## src/rtl/fd_rate_arbiter.sv

```systemverilog
// Round-robin arbiter and sequencer for the shared frequency divider.
// Grants one requester at a time and restarts the divider at its rate.
//
// Ports:
//   clk, reset    system clock, synchronous active-high reset
//   req           per-requester level request
//   req_sel       2-bit rate select per requester, [2i+1:2i]
//   hold_periods  divided-clock rising edges per grant, 0 = unlimited
//   clk_after     divided clock returned by the divider
//   fd_reset      divider reset_fd
//   fd_sel        divider sel, ratio 2^(10+fd_sel)
//   gnt           one-hot grant
//   busy          a grant is active
//   tick          one pulse per counted clk_after rising edge
//   done          one pulse when the hold count completes
module fd_rate_arbiter #(
   parameter int NREQ   = 4,
   parameter int HOLD_W = 8
) (
   input  logic                clk,
   input  logic                reset,
   input  logic [NREQ-1:0]     req,
   input  logic [2*NREQ-1:0]   req_sel,
   input  logic [HOLD_W-1:0]   hold_periods,
   input  logic                clk_after,
   output logic                fd_reset,
   output logic [1:0]          fd_sel,
   output logic [NREQ-1:0]     gnt,
   output logic                busy,
   output logic                tick,
   output logic                done
);

   localparam int IW = $clog2(NREQ);
   localparam logic [IW:0] NREQ_W = NREQ[IW:0];

   typedef enum logic [1:0] {
      IDLE,
      START,
      RUN
   } state_t;

   state_t              state_q, state_d;
   logic [IW-1:0]       ptr_q, ptr_d;
   logic [IW-1:0]       idx_q, idx_d;
   logic [HOLD_W-1:0]   hold_q, hold_d;
   logic [HOLD_W-1:0]   cnt_q, cnt_d;
   logic                prev_q, prev_d;

   logic                fd_reset_d;
   logic [1:0]          fd_sel_d;
   logic [NREQ-1:0]     gnt_d;
   logic                busy_d;
   logic                tick_d;
   logic                done_d;

   logic [NREQ-1:0]     rot;
   logic [IW-1:0]       off;
   logic [IW:0]         sum;
   logic [IW:0]         inc;
   logic [IW-1:0]       pick;
   logic [IW-1:0]       pick_inc;
   logic [1:0]          pick_sel;
   logic [NREQ-1:0]     pick_oh;
   logic                rise;
   logic [HOLD_W-1:0]   cnt_inc;

   // Requests rotated so bit 0 is the pointer position; the lowest
   // set bit of the rotated vector is the round-robin winner.
   always_comb begin
      rot = NREQ'({req, req} >> ptr_q);
      off = '0;
      for (int k = NREQ - 1; k >= 0; k--) begin
         if (rot[k]) begin
            off = IW'(k);
         end
      end
      sum = {1'b0, ptr_q} + {1'b0, off};
      if (sum >= NREQ_W) begin
         sum = sum - NREQ_W;
      end
      pick = sum[IW-1:0];
      inc = {1'b0, pick} + 1'b1;
      if (inc == NREQ_W) begin
         inc = '0;
      end
      pick_inc = inc[IW-1:0];
      pick_sel = 2'(req_sel >> {pick, 1'b0});
      pick_oh = '0;
      pick_oh[pick] = 1'b1;
   end

   assign rise    = clk_after & ~prev_q;
   assign cnt_inc = cnt_q + 1'b1;

   // Registered outputs are computed for the state being entered, so
   // they change on the same edge as the state.
   always_comb begin
      state_d    = state_q;
      ptr_d      = ptr_q;
      idx_d      = idx_q;
      hold_d     = hold_q;
      cnt_d      = cnt_q;
      prev_d     = prev_q;
      fd_reset_d = fd_reset;
      fd_sel_d   = fd_sel;
      gnt_d      = gnt;
      busy_d     = busy;
      tick_d     = 1'b0;
      done_d     = 1'b0;
      unique case (state_q)
         IDLE: begin
            fd_reset_d = 1'b1;
            gnt_d      = '0;
            busy_d     = 1'b0;
            if (|req) begin
               idx_d    = pick;
               hold_d   = hold_periods;
               ptr_d    = pick_inc;
               fd_sel_d = pick_sel;
               gnt_d    = pick_oh;
               busy_d   = 1'b1;
               state_d  = START;
            end
         end
         START: begin
            cnt_d      = '0;
            prev_d     = 1'b0;
            fd_reset_d = 1'b0;
            state_d    = RUN;
         end
         RUN: begin
            prev_d = clk_after;
            if (!req[idx_q]) begin
               // Abort wins over a coincident edge or completion.
               fd_reset_d = 1'b1;
               gnt_d      = '0;
               busy_d     = 1'b0;
               state_d    = IDLE;
            end else if (rise) begin
               tick_d = 1'b1;
               cnt_d  = cnt_inc;
               if (hold_q != '0 && cnt_inc == hold_q) begin
                  done_d     = 1'b1;
                  fd_reset_d = 1'b1;
                  gnt_d      = '0;
                  busy_d     = 1'b0;
                  state_d    = IDLE;
               end
            end
         end
         default: begin
            state_d = IDLE;
         end
      endcase
   end

   always_ff @(posedge clk) begin
      if (reset) begin
         state_q  <= IDLE;
         ptr_q    <= '0;
         idx_q    <= '0;
         hold_q   <= '0;
         cnt_q    <= '0;
         prev_q   <= 1'b0;
         fd_reset <= 1'b1;
         fd_sel   <= 2'd0;
         gnt      <= '0;
         busy     <= 1'b0;
         tick     <= 1'b0;
         done     <= 1'b0;
      end else begin
         state_q  <= state_d;
         ptr_q    <= ptr_d;
         idx_q    <= idx_d;
         hold_q   <= hold_d;
         cnt_q    <= cnt_d;
         prev_q   <= prev_d;
         fd_reset <= fd_reset_d;
         fd_sel   <= fd_sel_d;
         gnt      <= gnt_d;
         busy     <= busy_d;
         tick     <= tick_d;
         done     <= done_d;
      end
   end

endmodule

```

## config.mk

```make
export PLATFORM = sky130hd
export DESIGN_NAME = fd_rate_arbiter
export DESIGN_NICKNAME = d
export VERILOG_FILES = /design/src/rtl/fd_rate_arbiter.sv
export SDC_FILE = /design/constraint.sdc
export NUM_CORES = 1
export LEC_CHECK = 0
export ABC_AREA = 1
export BUFFER_PORTS_ARGS = -buffer_cell sky130_fd_sc_hd__buf_4
export CORE_MARGIN = 3
export CORE_UTILIZATION = 34
export CTS_CLUSTER_SIZE = 12
export DETAILED_ROUTE_END_ITERATION = 10
export GPL_ROUTABILITY_DRIVEN = 1
export HOLD_SLACK_MARGIN = 0.02
export PLACE_DENSITY = 0.49
export SYNTH_ARGS = -nofsm -noshare
export SYNTH_HDL_FRONTEND = slang
export SYNTH_SLANG_ARGS = --single-unit
```

## constraint.sdc

```tcl
create_clock -name clk -period 2.6 [get_ports clk]
set_input_delay 0.52 -clock clk [delete_from_list [all_inputs] [get_ports clk]]
set_output_delay 0.52 -clock clk [all_outputs]
set_load 0.005 [all_outputs]
```

==> load_flow_metrics.sql, run 1 <==
INSERT INTO impl_metrics (metric_group, metric, value, unit) VALUES
('min_path', 'worstHoldPathType', 'in -> reg', ''),
('timing', 'max_slew_violation_total_from_the_final_report', '0', ''),
('clock_tree', 'clk_root_buffer_cell', 'sky130_fd_sc_hd__clkbuf_8', ''),
('layout', 'total_number_of_nets_in_the_final_design', '367', ''),
('synth', 'synth_top_family_by_area', 'simple AND/OR/NAND/NOR gates', ''),
('synth', 'synth.area.mux_share', '2.05', '%'),
('die', 'boundaryPins', '33', ''),
('timing', 'finalClockSkew', '11.1', 'ps'),
('drt', 'route.detailed.vias_per_inst', '4.76', ''),
('place', 'detailed_place.area', '2270', 'um2'),
('power', 'switching_share', '41.5', '%'),
('layout', 'layout-drive-gt1-share', '15.8', '%'),
('drt', 'wire_per_inst', '12.0', 'um'),
('synth', 'post_synth_xor_area_fraction', '0.449', '%'),
('timing', 'max_clock_freq', '0.457', 'GHz'),
('critical_path', 'critical_path_peak_fanout', '6', ''),
('timing', 'worst_slew_pin_slew', '459', 'ps'),
('critical_path', 'setup.worst_path.start_class', 'register', ''),
('power', 'power_per_cell_area', '1050', 'nW/um2'),
('global_routing', 'gr-total-overflow', '0', ''),
('power', 'design_power_total', '2.51', 'mW'),
('clock_tree', 'insertion_delay', '300', 'ps'),
('timing', 'hold_violations', '0', ''),
('global_routing', 'grt_first_pass_wirelength', '8000', 'um'),
('timing', 'timing.final.crit_period', '2190', 'ps'),
('drt', 'vias', '1929', ''),
('drt', 'route.detailed.drc', '0', ''),
('critical_path', 'end_kind', 'register', ''),
('critical_path', 'critical_path.cell_chain', 'inv_1 -> nand2_1 -> nand3_1 -> nand2_1 -> a22oi_1 -> ha_1 -> nand3b_1 -> nand2_1 -> inv_1 -> ha_1 -> o21ai_0 -> a21oi_1', ''),
('synth', 'synth-simple-area-share', '37.0', '%'),
('layout', 'syn_to_final_growth', '22.5', '%'),
('timing', 'total_neg_setup_slack', '0', 'ps'),
('status', 'status', 'finished clean', ''),
('power', 'power.share.clock', '20.5', '%'),
('global_routing', 'grt_antenna_before_repair', '0', ''),
('clock_tree', 'post_cts_hold_buffer_count', '0', ''),
('timing', 'period_utilization', '84.1', '%'),
('drt', 'drtPass1Iterations', '4', ''),
('drt', 'dr.first_iter.drc_count', '75', ''),
('critical_path', 'critPathRequiredTime', '2790', 'ps'),
('power', 'vdd.ir_drop.worst', '0.000490', 'V'),
('critical_path', 'crit-reg2reg-launch', 'ptr_q[0]', ''),
('die', 'die_area', '6680', 'um2'),
('timing', 'grt_setup_unrepaired', 'no', ''),
('global_routing', 'vias_in_the_first_global_route', '1752', ''),
('critical_path', 'critical_path.startpoint', 'ptr_q[0]', ''),
('power', 'p_sw', '1.04', 'mW'),
('synth', 'ys_seq_elements', '33', ''),
('power', 'p_seq_share', '30.6', '%'),
('synth', 'yosys.cell_types.count', '30', ''),
('place', 'dp.final_hpwl', '3720', 'um'),
('synth', 'synth_seq_area_share', '33.9', '%'),
('synth', 'syn_area', '1950', 'um2'),
('synth', 'synthesis.nets', '331', ''),
('die', 'core.rowCount', '26', ''),
('drt', 'antenna_left', '0', ''),
('clock_tree', 'cts.repair.resized', '0', ''),
('clock_tree', 'cts_tree', 'built', ''),
('critical_path', 'crit_path_top_delay_cell', 'sky130_fd_sc_hd__dfxtp_1', ''),
('clock_tree', 'numClockSinks', '33', ''),
('place', 'total_of_buffers_placed_on_input_and_output_ports', '32', ''),
('synth', 'synth_compound_gate_area_share', '11.7', '%'),
('run', 'drv_cap', '0', ''),
('clock_tree', 'worst_setup_hold_path_clk_slew', '80', 'ps'),
('clock_tree', 'cts.htree.levels', '2', ''),
('clock_tree', 'worst_case_clock_buffer_depth', '2', ''),
('place', 'gp_routability_congestion', '0.756', ''),
('clock_tree', 'postCtsSetupBuffers', '0', ''),
('synth', 'yosys_warning_count', '0', ''),
('timing', 'slew-limit-headroom', '69.4', '%'),
('power', 'p_int', '1.47', 'mW');
-- final timing paths --
| path | slack, ps | endpoint | cells after the start |
|---|---|---|---|
| max | 410 | ptr_q[1] | 12 |
| min | 460 | hold_q[1] | 3 |
| max reg2reg | 410 | ptr_q[1] | 12 |
| min reg2reg | 460 | fd_reset | 2 |
-- cell usage after synthesis (all sizes together) --
library cell / number / share of area [%]
nand3b: 3 / 1.2
or2: 1 / 0.32
nor3: 1 / 0.26
nand2: 81 / 16
o21ai: 18 / 4.6
buf: 2 / 0.64
inv: 34 / 6.5
nor2: 35 / 7.4
a211oi: 1 / 0.39
mux2i: 4 / 2.1
a22oi: 1 / 0.39
clkinv: 1 / 0.19
dfxtp: 33 / 34
nand4: 1 / 0.32
and2: 1 / 0.32
xnor2: 1 / 0.45
o21a: 1 / 0.39
a21oi: 23 / 5.9
ha: 10 / 6.4
nor4: 1 / 0.32
clkbuf: 5 / 1.2
nand3: 40 / 11
-- cells in the final DEF (no fill, tap or decap), types with 2 or more instances in the layout --
master                     count
sky130_fd_sc_hd__nand2_1      79
sky130_fd_sc_hd__nand3_1      37
sky130_fd_sc_hd__buf_4        36
sky130_fd_sc_hd__inv_1        33
sky130_fd_sc_hd__dfxtp_1      33
sky130_fd_sc_hd__nor2_1       32
sky130_fd_sc_hd__a21oi_1      23
sky130_fd_sc_hd__o21ai_0      17
sky130_fd_sc_hd__ha_1         10
sky130_fd_sc_hd__clkbuf_8      6
sky130_fd_sc_hd__mux2i_1       4
sky130_fd_sc_hd__nand3b_1      3
sky130_fd_sc_hd__nand3_2       3
sky130_fd_sc_hd__nand2_2       2
sky130_fd_sc_hd__nor2_2        2
-- cell type report --
cell class | instances | area, um2
Clock buffer | 7 | 86.3
Clock inverter | 1 | 30.0
Fill cell | 564 | 2950
Inverter | 35 | 131
Multi-Input combinational cell | 223 | 1120
Sequential cell | 33 | 661
Tap cell | 70 | 87.6
Timing Repair Buffer | 36 | 270
-- power groups by stage --
stage	logic [mW]	clock network (mW)	registers, mW
2_1_floorplan	0.884	0	0.752
3_3_place_gp	1.24	0	0.783
3_5_place_dp	1.24	0	0.777
4_1_cts	1.25	0.528	0.768
5_1_grt	1.43	0.548	0.788
6_report	1.23	0.513	0.767
-- flip-flops by register name, summed over array words and instances (netlist names) --
register and flops:
hold_q 8, state_q 2, fd_reset 1, tick 1, ptr_q 2, done 1
cnt_q 8, prev_q 1, gnt 4, idx_q 2, busy 1, fd_sel 2
-- routing by layer --
| metal | wire length, um | share of wire (%) | up-vias | GRT usage [%] |
|---|---|---|---|---|
| li1 | - | - | 1032 | - |
| met1 | 2310 | 48 | 854 | 19.9 |
| met2 | 2250 | 46 | 38 | 25.8 |
| met3 | 231 | 4.8 | 5 | 4.93 |
| met4 | 55 | 1.1 | 0 | 4.49 |
| met5 | 0 | 0 | - | 0 |
-- critical path, delay by kind of cell, from the launching register on --
family | cells | cell delay [ps]
adder cells (fa/ha/maj) | 2 | 460
AND/OR/NAND/NOR | 5 | 680
flip-flops | 1 | 430
buffers and inverters | 2 | 220
AO/OA/AOI/OAI | 3 | 300
-- logic make-up after synthesis --
kind of cell,after synthesis
AOI/OAI and AO/OA,44
xor gates and xnor gates,1
adders and majority gates,10
buffers and inverters,42
DFF,33
muxes,4
and+or+nand+nor,164
-- per-stage QoR --
step | worst slack (ps) | hold slack, ps | util, % | cells
floorplan | 611 | 451 | - | 298
detailed placement | 323 | 444 | 42.6 | 397
CTS | 398 | 451 | 44.8 | 405
finish | 413 | 457 | 44.8 | 405
global route | 230 | 452 | 44.8 | 405
global placement | 376 | 444 | 42.6 | 397
Power figures use the tool's default switching activity.
==> inputs of run 2 (changes only) <==
--- a/config.mk
+++ b/config.mk
@@ -5,7 +5,7 @@
 export SDC_FILE = /design/constraint.sdc
 export NUM_CORES = 1
 export LEC_CHECK = 0
-export ABC_AREA = 1
+export ABC_AREA = 0
 export BUFFER_PORTS_ARGS = -buffer_cell sky130_fd_sc_hd__buf_4
 export CORE_MARGIN = 3
 export CORE_UTILIZATION = 34
@@ -13,7 +13,7 @@
 export DETAILED_ROUTE_END_ITERATION = 10
 export GPL_ROUTABILITY_DRIVEN = 1
 export HOLD_SLACK_MARGIN = 0.02
-export PLACE_DENSITY = 0.49
+export PLACE_DENSITY = 0.5
 export SYNTH_ARGS = -nofsm -noshare
 export SYNTH_HDL_FRONTEND = slang
 export SYNTH_SLANG_ARGS = --single-unit
==> constraint.sdc (replaced) <==
create_clock -name clk -period 2 [get_ports clk]
set_input_delay 0.4 -clock clk [delete_from_list [all_inputs] [get_ports clk]]
set_output_delay 0.4 -clock clk [all_outputs]
set_load 0.005 [all_outputs]
==> run 2 against run 1 <==
Net effect: critical path depth shrank 5; highest routed layer unchanged; critical path type unchanged; sequential share of layout area shrank 4.4 points; count of clock-buffer cells in the layout stayed put; power up 37%; largest cell class unchanged; flip-flop and latch count stayed put.
==> load_flow_metrics.sql, run 2 <==
INSERT INTO impl_metrics (metric_group, metric, value, unit) VALUES
('status', 'status', 'finished clean', ''),
('drt', 'detail_route.wirelength', '5470', 'um'),
('drt', 'dr.first_iter.drc_count', '96', ''),
('layout', 'final_common_cell', 'sky130_fd_sc_hd__buf_4', ''),
('global_routing', 'gr-total-overflow', '0', ''),
('critical_path', 'end_kind', 'register', ''),
('power', 'static-leakage-power', '1.20', 'nW'),
('power', 'power_per_cell_area', '1180', 'nW/um2'),
('synth', 'yosys.area.top_type', 'sky130_fd_sc_hd__dfxtp_1', ''),
('clock_tree', 'post_cts_hold_buffer_count', '0', ''),
('die', 'die_area', '7080', 'um2'),
('clock_tree', 'worst_case_clock_buffer_depth', '2', ''),
('synth', 'netlist_top_cells_count', 'sky130_fd_sc_hd__dfxtp_1 (33), sky130_fd_sc_hd__nand2_1 (28), sky130_fd_sc_hd__nor2_1 (28), sky130_fd_sc_hd__a21oi_1 (25), sky130_fd_sc_hd__nand3_1 (14)', ''),
('die', 'die_width', '84.1', 'um'),
('synth', 'synth-async-reset-ratio', '0', '%'),
('die', 'starting_density', '36.4', '%'),
('layout', 'finish.cell_count_without_fillers', '392', ''),
('layout', 'top_regs', 'cnt_q (8), hold_q (8), gnt (4)', ''),
('timing', 'total_neg_setup_slack', '0', 'ps'),
('critical_path', 'critPathArrivalTime', '2160', 'ps'),
('place', 'placed_cells_incl_taps', '383', ''),
('power', 'power_frac_comb', '56.5', '%'),
('synth', 'synth_seq_area_share', '31.8', '%'),
('die', 'boundaryPins', '33', ''),
('clock_tree', 'numClockSinks', '33', ''),
('synth', 'post_synth_fa_ha_maj_area_fraction', '6.03', '%'),
('synth', 'postSynthAreaPerCell', '7.98', 'um2'),
('critical_path', 'worst_path_largest_cell_delay', '380', 'ps'),
('layout', 'syn_to_final_growth', '40.3', '%'),
('place', 'dp.final_hpwl', '3920', 'um'),
('synth', 'syn_area', '2080', 'um2'),
('clock_tree', 'tritoncts.num_buffers', '5', ''),
('timing', 'finalClockSkew', '5.16', 'ps'),
('place', 'gp_routability_congestion', '0.858', ''),
('global_routing', 'grt_use_total', '15.2', '%'),
('power', 'p_seq_share', '28.4', '%'),
('drt', 'vias', '2057', ''),
('drt', 'route.detailed.vias_per_inst', '5.25', ''),
('synth', 'yosysMostFrequentCell', 'sky130_fd_sc_hd__dfxtp_1', ''),
('critical_path', 'critical_path.cell_chain', 'buf_4 -> or2_2 -> o32ai_4 -> a221oi_4 -> xnor2_4 -> mux2_4 -> a221o_1', ''),
('timing', 'final.setup.worst_slack', '14.8', 'ps'),
('global_routing', 'vias_in_the_first_global_route', '1870', ''),
('synth', 'synth_compound_gate_area_share', '21.4', '%'),
('drt', 'antenna_left', '0', ''),
('synth', 'yosys_warning_count', '0', ''),
('timing', 'setup_viol_count_final', '0', ''),
('timing', 'timing.final.crit_period', '1990', 'ps'),
('synth', 'synth-simple-area-share', '25.1', '%'),
('drt', 'drtPass1Iterations', '4', ''),
('power', 'switching_share', '39.4', '%'),
('critical_path', 'path_delay_family', 'compound AO/OA/AOI/OAI gates', ''),
('synth', 'synth.area.mux_share', '5.00', '%'),
('timing', 'worst_slew_pin_slew', '430', 'ps'),
('place', 'place_ws', '-219', 'ps'),
('timing', 'holdWs', '362', 'ps'),
('synth', 'synthesis.nets', '293', ''),
('die', 'placeableCoreArea', '5710', 'um2'),
('global_routing', 'grt_first_pass_wirelength', '8810', 'um'),
('timing', 'grt_setup_unrepaired', 'yes', ''),
('critical_path', 'setup.worst_path.start_class', 'register', ''),
('critical_path', 'worstSetupPathType', 'reg -> reg', ''),
('synth', 'post_synth_xor_area_fraction', '4.58', '%'),
('synth', 'synth_top_flop_cell', 'sky130_fd_sc_hd__dfxtp_1', ''),
('critical_path', 'critPathRequiredTime', '2180', 'ps'),
('layout', 'layout-drive-gt1-share', '37.5', '%'),
('global_routing', 'grt_antenna_before_repair', '0', ''),
('layout', 'total_number_of_nets_in_the_final_design', '353', ''),
('run', 'drv_cap', '0', ''),
('global_routing', 'grt_max_degree', '20', ''),
('power', 'p_sw', '1.36', 'mW'),
('clock_tree', 'cts.htree.levels', '2', ''),
('synth', 'ys_seq_elements', '33', ''),
('min_path', 'worstHoldPathType', 'in -> reg', ''),
('timing', 'hold_violations', '0', ''),
('layout', 'fillers', '548', ''),
('critical_path', 'critical_path_buf_inv_count', '1', ''),
('timing', 'max_slew_violation_total_from_the_final_report', '0', ''),
('timing', 'max_clock_freq', '0.504', 'GHz'),
('place', 'total_of_buffers_placed_on_input_and_output_ports', '32', ''),
('power', 'p_int', '2.09', 'mW'),
('critical_path', 'critical_path_peak_fanout', '7', ''),
('synth', 'largest_cells_by_area_after_synthesis', 'sky130_fd_sc_hd__dfxtp_1 (32%), sky130_fd_sc_hd__a21oi_1 (6.0%), sky130_fd_sc_hd__ha_1 (6.0%)', ''),
('clock_tree', 'clk_root_buffer_cell', 'sky130_fd_sc_hd__clkbuf_8', ''),
('synth', 'yosys.cell_types.count', '53', ''),
('drt', 'wire_per_inst', '14.0', 'um'),
('synth', 'cells_after_synth', '260', ''),
('synth', 'synth-edff-count', '0', ''),
('power', 'power.share.clock', '15.1', '%'),
('synth', 'yosysTopAreaCellShare', '31.8', '%'),
('synth', 'synth_top_family_by_area', 'simple AND/OR/NAND/NOR gates', ''),
('timing', 'period_utilization', '99.3', '%'),
('clock_tree', 'worst_setup_hold_path_clk_slew', '70', 'ps'),
('critical_path', 'crit_path_top_delay_cell', 'sky130_fd_sc_hd__dfxtp_4', ''),
('power', 'vdd.ir_drop.worst', '0.000747', 'V'),
('drt', 'route.detailed.drc', '0', ''),
('layout', 'antenna-diode-count', '0', ''),
('clock_tree', 'insertion_delay', '290', 'ps'),
('die', 'fp.dieH', '84.1', 'um'),
('clock_tree', 'cts_tree', 'built', ''),
('die', 'core.rowCount', '27', ''),
('layout', 'most_frequent_cells_in_the_layout', 'sky130_fd_sc_hd__buf_4 (66), sky130_fd_sc_hd__nor2_1 (27), sky130_fd_sc_hd__nand2_1 (27), sky130_fd_sc_hd__a21oi_1 (25), sky130_fd_sc_hd__dfxtp_1 (25)', ''),
('timing', 'slew-limit-headroom', '71.2', '%');
## run 2: changes by cell type after synthesis, moves of 5 or more
cell	change
sky130_fd_sc_hd__o32ai_1	+5
sky130_fd_sc_hd__buf_2	+6
sky130_fd_sc_hd__nand2_1	-51
sky130_fd_sc_hd__inv_1	-22
sky130_fd_sc_hd__o21ai_0	-7
sky130_fd_sc_hd__nand3_1	-23
## run 2: what timing repair did
action / in CTS / in global routing
gates cloned: 0 / 1
setup buffers: 0 / 1
pin swaps: 10 / 12
gates resized for setup: 15 / 24
endpoints found under the setup margin: 11 / 10
## run 2: cells by family (layout without fill, tap and decap cells)
| logic type | Yosys count | after routing |
|---|---|---|
| and+or+nand+nor | 106 | 106 |
| AOI/OAI and AO/OA | 64 | 64 |
| DFF | 33 | 33 |
| buffers and inverters | 29 | 89 |
| adders and majority gates | 10 | 10 |
| xor gates and xnor gates | 10 | 10 |
| muxes | 8 | 8 |
## run 2: tightest hold or removal path: cells and delay by family
kind            cells  cell delay, ps
compound gates      1              50
simple gates        1              40
buf+inv             1             110
## run 2: cell type report
| class | count | area (um2) | share of cell area [%] |
|---|---|---|---|
| Multi-Input combinational cell | 198 | 1470 | 50.5 |
| Sequential cell | 33 | 678 | 23.3 |
| Timing Repair Buffer | 71 | 546 | 18.7 |
| Tap cell | 72 | 90.1 | 3.09 |
| Clock buffer | 7 | 86.3 | 2.96 |
| Inverter | 11 | 41.3 | 1.42 |
## run 2: metrics by stage
step,total power [mW],instance area [um2],util [%]
3_5_place_dp,2.75,2640,46.3
3_3_place_gp,2.75,2640,46.3
6_report,3.44,2910,51.0
4_1_cts,3.33,2790,48.9
5_1_grt,3.71,2910,51.0
2_1_floorplan,2.07,2130,-
## run 2: worst paths after layout
kind,startpoint,end,slack [ps],cells past startpoint
worst max register to register,ptr_q[0],fd_sel[1],10,7
worst max-delay path,ptr_q[0],fd_sel[1],10,7
worst min register to register,idx_q[0],idx_q[0],460,2
worst min-delay path,hold_periods[3],hold_q[3],360,3
## run 2: power by group through the flow
stage / Clock [mW] / Combinational (mW) / Sequential (mW)
6_report: 0.520 / 1.94 / 0.978
5_1_grt: 0.568 / 2.14 / 1.00
4_1_cts: 0.532 / 1.82 / 0.972
2_1_floorplan: 0 / 1.13 / 0.934
3_3_place_gp: 0 / 1.78 / 0.974
3_5_place_dp: 0 / 1.78 / 0.970
## run 2: layer usage
metal / vias to the layer above / global-route usage, % / routed length (um)
met5: - / 0 / 0
met4: 0 / 3.80 / 63
met3: 6 / 3.34 / 207
met2: 39 / 23.2 / 2510
met1: 970 / 21.6 / 2690
li1: 1042 / - / -
==> inputs of run 3 (changes only) <==
--- a/config.mk
+++ b/config.mk
@@ -8,12 +8,12 @@
 export ABC_AREA = 0
 export BUFFER_PORTS_ARGS = -buffer_cell sky130_fd_sc_hd__buf_4
 export CORE_MARGIN = 3
-export CORE_UTILIZATION = 34
+export CORE_UTILIZATION = 50
 export CTS_CLUSTER_SIZE = 12
 export DETAILED_ROUTE_END_ITERATION = 10
 export GPL_ROUTABILITY_DRIVEN = 1
 export HOLD_SLACK_MARGIN = 0.02
-export PLACE_DENSITY = 0.5
+export PLACE_DENSITY = 0.71
 export SYNTH_ARGS = -nofsm -noshare
 export SYNTH_HDL_FRONTEND = slang
 export SYNTH_SLANG_ARGS = --single-unit
==> run 3 against run 2 <==
Net effect: the flow now finishes with violations (negative setup slack); count of clock-buffer cells in the layout decreased by 1; flip-flop and latch count unchanged; sequential share of layout area is 0.20 points lower; sequential power down 0.9%; final cell count shrank 4.6%; core utilization is 25 points higher; routed wire length shrank 0.75%; register-to-register slack got worse by 40 ps; fmax decreased by 1.8%; combinational power barely moved; global-route usage rose by 6.1 points; critical endpoint is now state_q[0]; largest cell class unchanged.
==> load_flow_metrics.sql, run 3 (synthesis results as in run 2) <==
INSERT INTO impl_metrics (metric_group, metric, value, unit) VALUES
('power', 'power_frac_comb', '54.2', '%'),
('layout', 'antenna-diode-count', '0', ''),
('min_path', 'hold_depth', '3', ''),
('layout', 'total_number_of_nets_in_the_final_design', '358', ''),
('critical_path', 'timing.rr.end', 'state_q[0]', ''),
('min_path', 'hold_path_startpoint', 'hold_periods[7]', ''),
('die', 'core.rowCount', '22', ''),
('timing', 'finalClockSkew', '5.34', 'ps'),
('drt', 'dr.first_iter.drc_count', '147', ''),
('timing', 'hold_violations', '0', ''),
('place', 'total_of_buffers_placed_on_input_and_output_ports', '32', ''),
('layout', 'multi_input_combinational_cell_area', '1440', 'um2'),
('critical_path', 'setup.worst_path.start_class', 'register', ''),
('timing', 'max_clock_freq', '0.494', 'GHz'),
('clock_tree', 'numClockSinks', '33', ''),
('power', 'p_seq_share', '27.2', '%'),
('layout', 'sequential_cell_area', '676', 'um2'),
('power', 'p_int', '2.19', 'mW'),
('min_path', 'worstHoldPathType', 'in -> reg', ''),
('timing', 'final.setup.worst_slack', '-22.5', 'ps'),
('layout', 'most_frequent_cells_in_the_layout', 'sky130_fd_sc_hd__buf_4 (74), sky130_fd_sc_hd__nor2_1 (27), sky130_fd_sc_hd__nand2_1 (27), sky130_fd_sc_hd__dfxtp_1 (27), sky130_fd_sc_hd__a21oi_1 (25)', ''),
('die', 'die_width', '70.4', 'um'),
('global_routing', 'grt_first_pass_wirelength', '8650', 'um'),
('clock_tree', 'worst_setup_hold_path_clk_slew', '70', 'ps'),
('power', 'p_sw', '1.37', 'mW'),
('layout', 'final_core_util', '76.5', '%'),
('timing', 'period_utilization', '101', '%'),
('drt', 'routed-wl-met2', '2600', 'um'),
('timing', 'setup_viol_count_final', '2', ''),
('place', 'gp_routability_congestion', '0.860', ''),
('place', 'placed_cells_incl_taps', '364', ''),
('power', 'power.share.clock', '18.6', '%'),
('layout', 'final_common_cell', 'sky130_fd_sc_hd__buf_4', ''),
('critical_path', 'critPathArrivalTime', '2200', 'ps'),
('power', 'switching_share', '38.5', '%'),
('critical_path', 'end_kind', 'register', ''),
('die', 'starting_density', '54.3', '%'),
('die', 'die_area', '4960', 'um2'),
('clock_tree', 'tritoncts.num_buffers', '5', ''),
('power', 'static-leakage-power', '1.24', 'nW'),
('die', 'boundaryPins', '33', ''),
('timing', 'slew-limit-headroom', '74.7', '%'),
('drt', 'vias', '2092', ''),
('critical_path', 'reg2reg_depth', '9', ''),
('timing', 'timing.final.crit_period', '2020', 'ps'),
('layout', 'top_regs', 'cnt_q (8), hold_q (8), gnt (4)', ''),
('drt', 'detail_route.wirelength.met1', '2510', 'um'),
('clock_tree', 'cts_tree', 'built', ''),
('timing', 'worst_slew_pin_slew', '376', 'ps'),
('global_routing', 'grt_use_total', '21.2', '%'),
('min_path', 'hold_path_end', 'hold_q[7]', ''),
('power', 'vdd.ir_drop.worst', '0.000961', 'V'),
('drt', 'detail_route.wirelength', '5430', 'um'),
('critical_path', 'critical_path_peak_fanout', '6', ''),
('clock_tree', 'worst_case_clock_buffer_depth', '2', ''),
('status', 'violations_in_the_final_reports', 'negative setup slack', ''),
('global_routing', 'grt_max_degree', '37', ''),
('drt', 'antenna_left', '0', ''),
('layout', 'fillers', '267', ''),
('drt', 'route.detailed.drc', '0', ''),
('status', 'status', 'complete, but fails checks', ''),
('die', 'placeableCoreArea', '3830', 'um2'),
('critical_path', 'r2r_setup_slack', '-20', 'ps'),
('place', 'dp.final_hpwl', '3810', 'um'),
('power', 'power_per_cell_area', '1220', 'nW/um2'),
('clock_tree', 'post_cts_hold_buffer_count', '0', ''),
('critical_path', 'worstSetupPathType', 'reg -> reg', ''),
('drt', 'top_layer_used', 'met4', ''),
('critical_path', 'crit-reg2reg-launch', 'cnt_q[1]', ''),
('drt', 'detailroute.wirelength.met3', '282', 'um'),
('clock_tree', 'cts.htree.levels', '2', ''),
('layout', 'syn_to_final_growth', '41.0', '%'),
('drt', 'wire_per_inst', '14.5', 'um'),
('timing', 'max_slew_violation_total_from_the_final_report', '0', ''),
('clock_tree', 'clk_root_buffer_cell', 'sky130_fd_sc_hd__clkbuf_8', ''),
('global_routing', 'grt_antenna_before_repair', '0', ''),
('layout', 'layout-drive-gt1-share', '37.7', '%'),
('clock_tree', 'insertion_delay', '290', 'ps'),
('timing', 'grt_setup_unrepaired', 'yes', ''),
('layout', 'finish.cell_count_without_fillers', '374', ''),
('critical_path', 'critPathRequiredTime', '2180', 'ps'),
('timing', 'total_neg_setup_slack', '-34.9', 'ps'),
('drt', 'drtPass1Iterations', '4', ''),
('run', 'drv_cap', '0', ''),
('global_routing', 'vias_in_the_first_global_route', '1934', ''),
('die', 'fp.dieH', '70.4', 'um'),
('global_routing', 'gr-total-overflow', '0', ''),
('drt', 'route.detailed.vias_per_inst', '5.59', '');
run 3: how the worst max path moves through the flow:
stage,startpoint,endpoint,slack (ps),depth (start not counted)
2_1_floorplan,req[2],fd_sel[1],-130,7
3_3_place_gp,req[2],fd_sel[1],-180,7
3_5_place_dp,req[3],fd_sel[1],-220,8
4_1_cts,cnt_q[1],state_q[0],-7,9
5_1_grt,ptr_q[0],fd_sel[1],-100,7
6_report,cnt_q[1],state_q[0],-20,9
run 3: stage by stage:
step	power (mW)	setup slack, ps	hold WS, ps	cell area [um2]
floorplan	2.07	-133	439	2130
global placement	2.73	-179	453	2660
detailed placement	2.76	-219	468	2660
CTS	3.49	-7.28	351	2840
global route	3.81	-105	357	2930
finish	3.56	-22.5	358	2930
run 3: power groups by stage:
stage | Clock [mW] | Sequential (mW) | Combinational [mW]
2_1_floorplan | 0 | 0.934 | 1.13
3_3_place_gp | 0 | 0.953 | 1.78
3_5_place_dp | 0 | 0.957 | 1.80
4_1_cts | 0.675 | 0.957 | 1.86
5_1_grt | 0.704 | 0.988 | 2.11
6_report | 0.663 | 0.969 | 1.93
run 3: critical path, stage by stage (launching register included):
cell and delay [ps]:
sky130_fd_sc_hd__dfxtp_4 370, sky130_fd_sc_hd__buf_12 110, sky130_fd_sc_hd__nand2_2 60, sky130_fd_sc_hd__o311a_1 360
sky130_fd_sc_hd__o21ai_2 160, sky130_fd_sc_hd__nor4_2 60, sky130_fd_sc_hd__buf_4 150, sky130_fd_sc_hd__or2_0 190
sky130_fd_sc_hd__buf_4 160, sky130_fd_sc_hd__a221o_1 300
run 3: final cells by class:
class | count | area share, %
clock buffer | 6 | 2.82
clock inverter | 2 | 1.28
tap | 48 | 2.05
multi-input combinational | 198 | 49.3
inverter | 11 | 1.41
sequential | 33 | 23.1
timing repair buffer | 76 | 20.1
run 3: timing repair:
item                       4_1_cts  5_1_grt
gates resized for setup         16       15
setup buffers                    1        1
setup endpoints to repair        9       10
pin swaps                        5        7
run 3: routing by layer:
| layer | vias up | track usage [%] |
|---|---|---|
| li1 | 1059 | - |
| met1 | 978 | 30.1 |
| met2 | 49 | 32.3 |
| met3 | 6 | 4.46 |
| met4 | 0 | 5.96 |
| met5 | - | 0 |
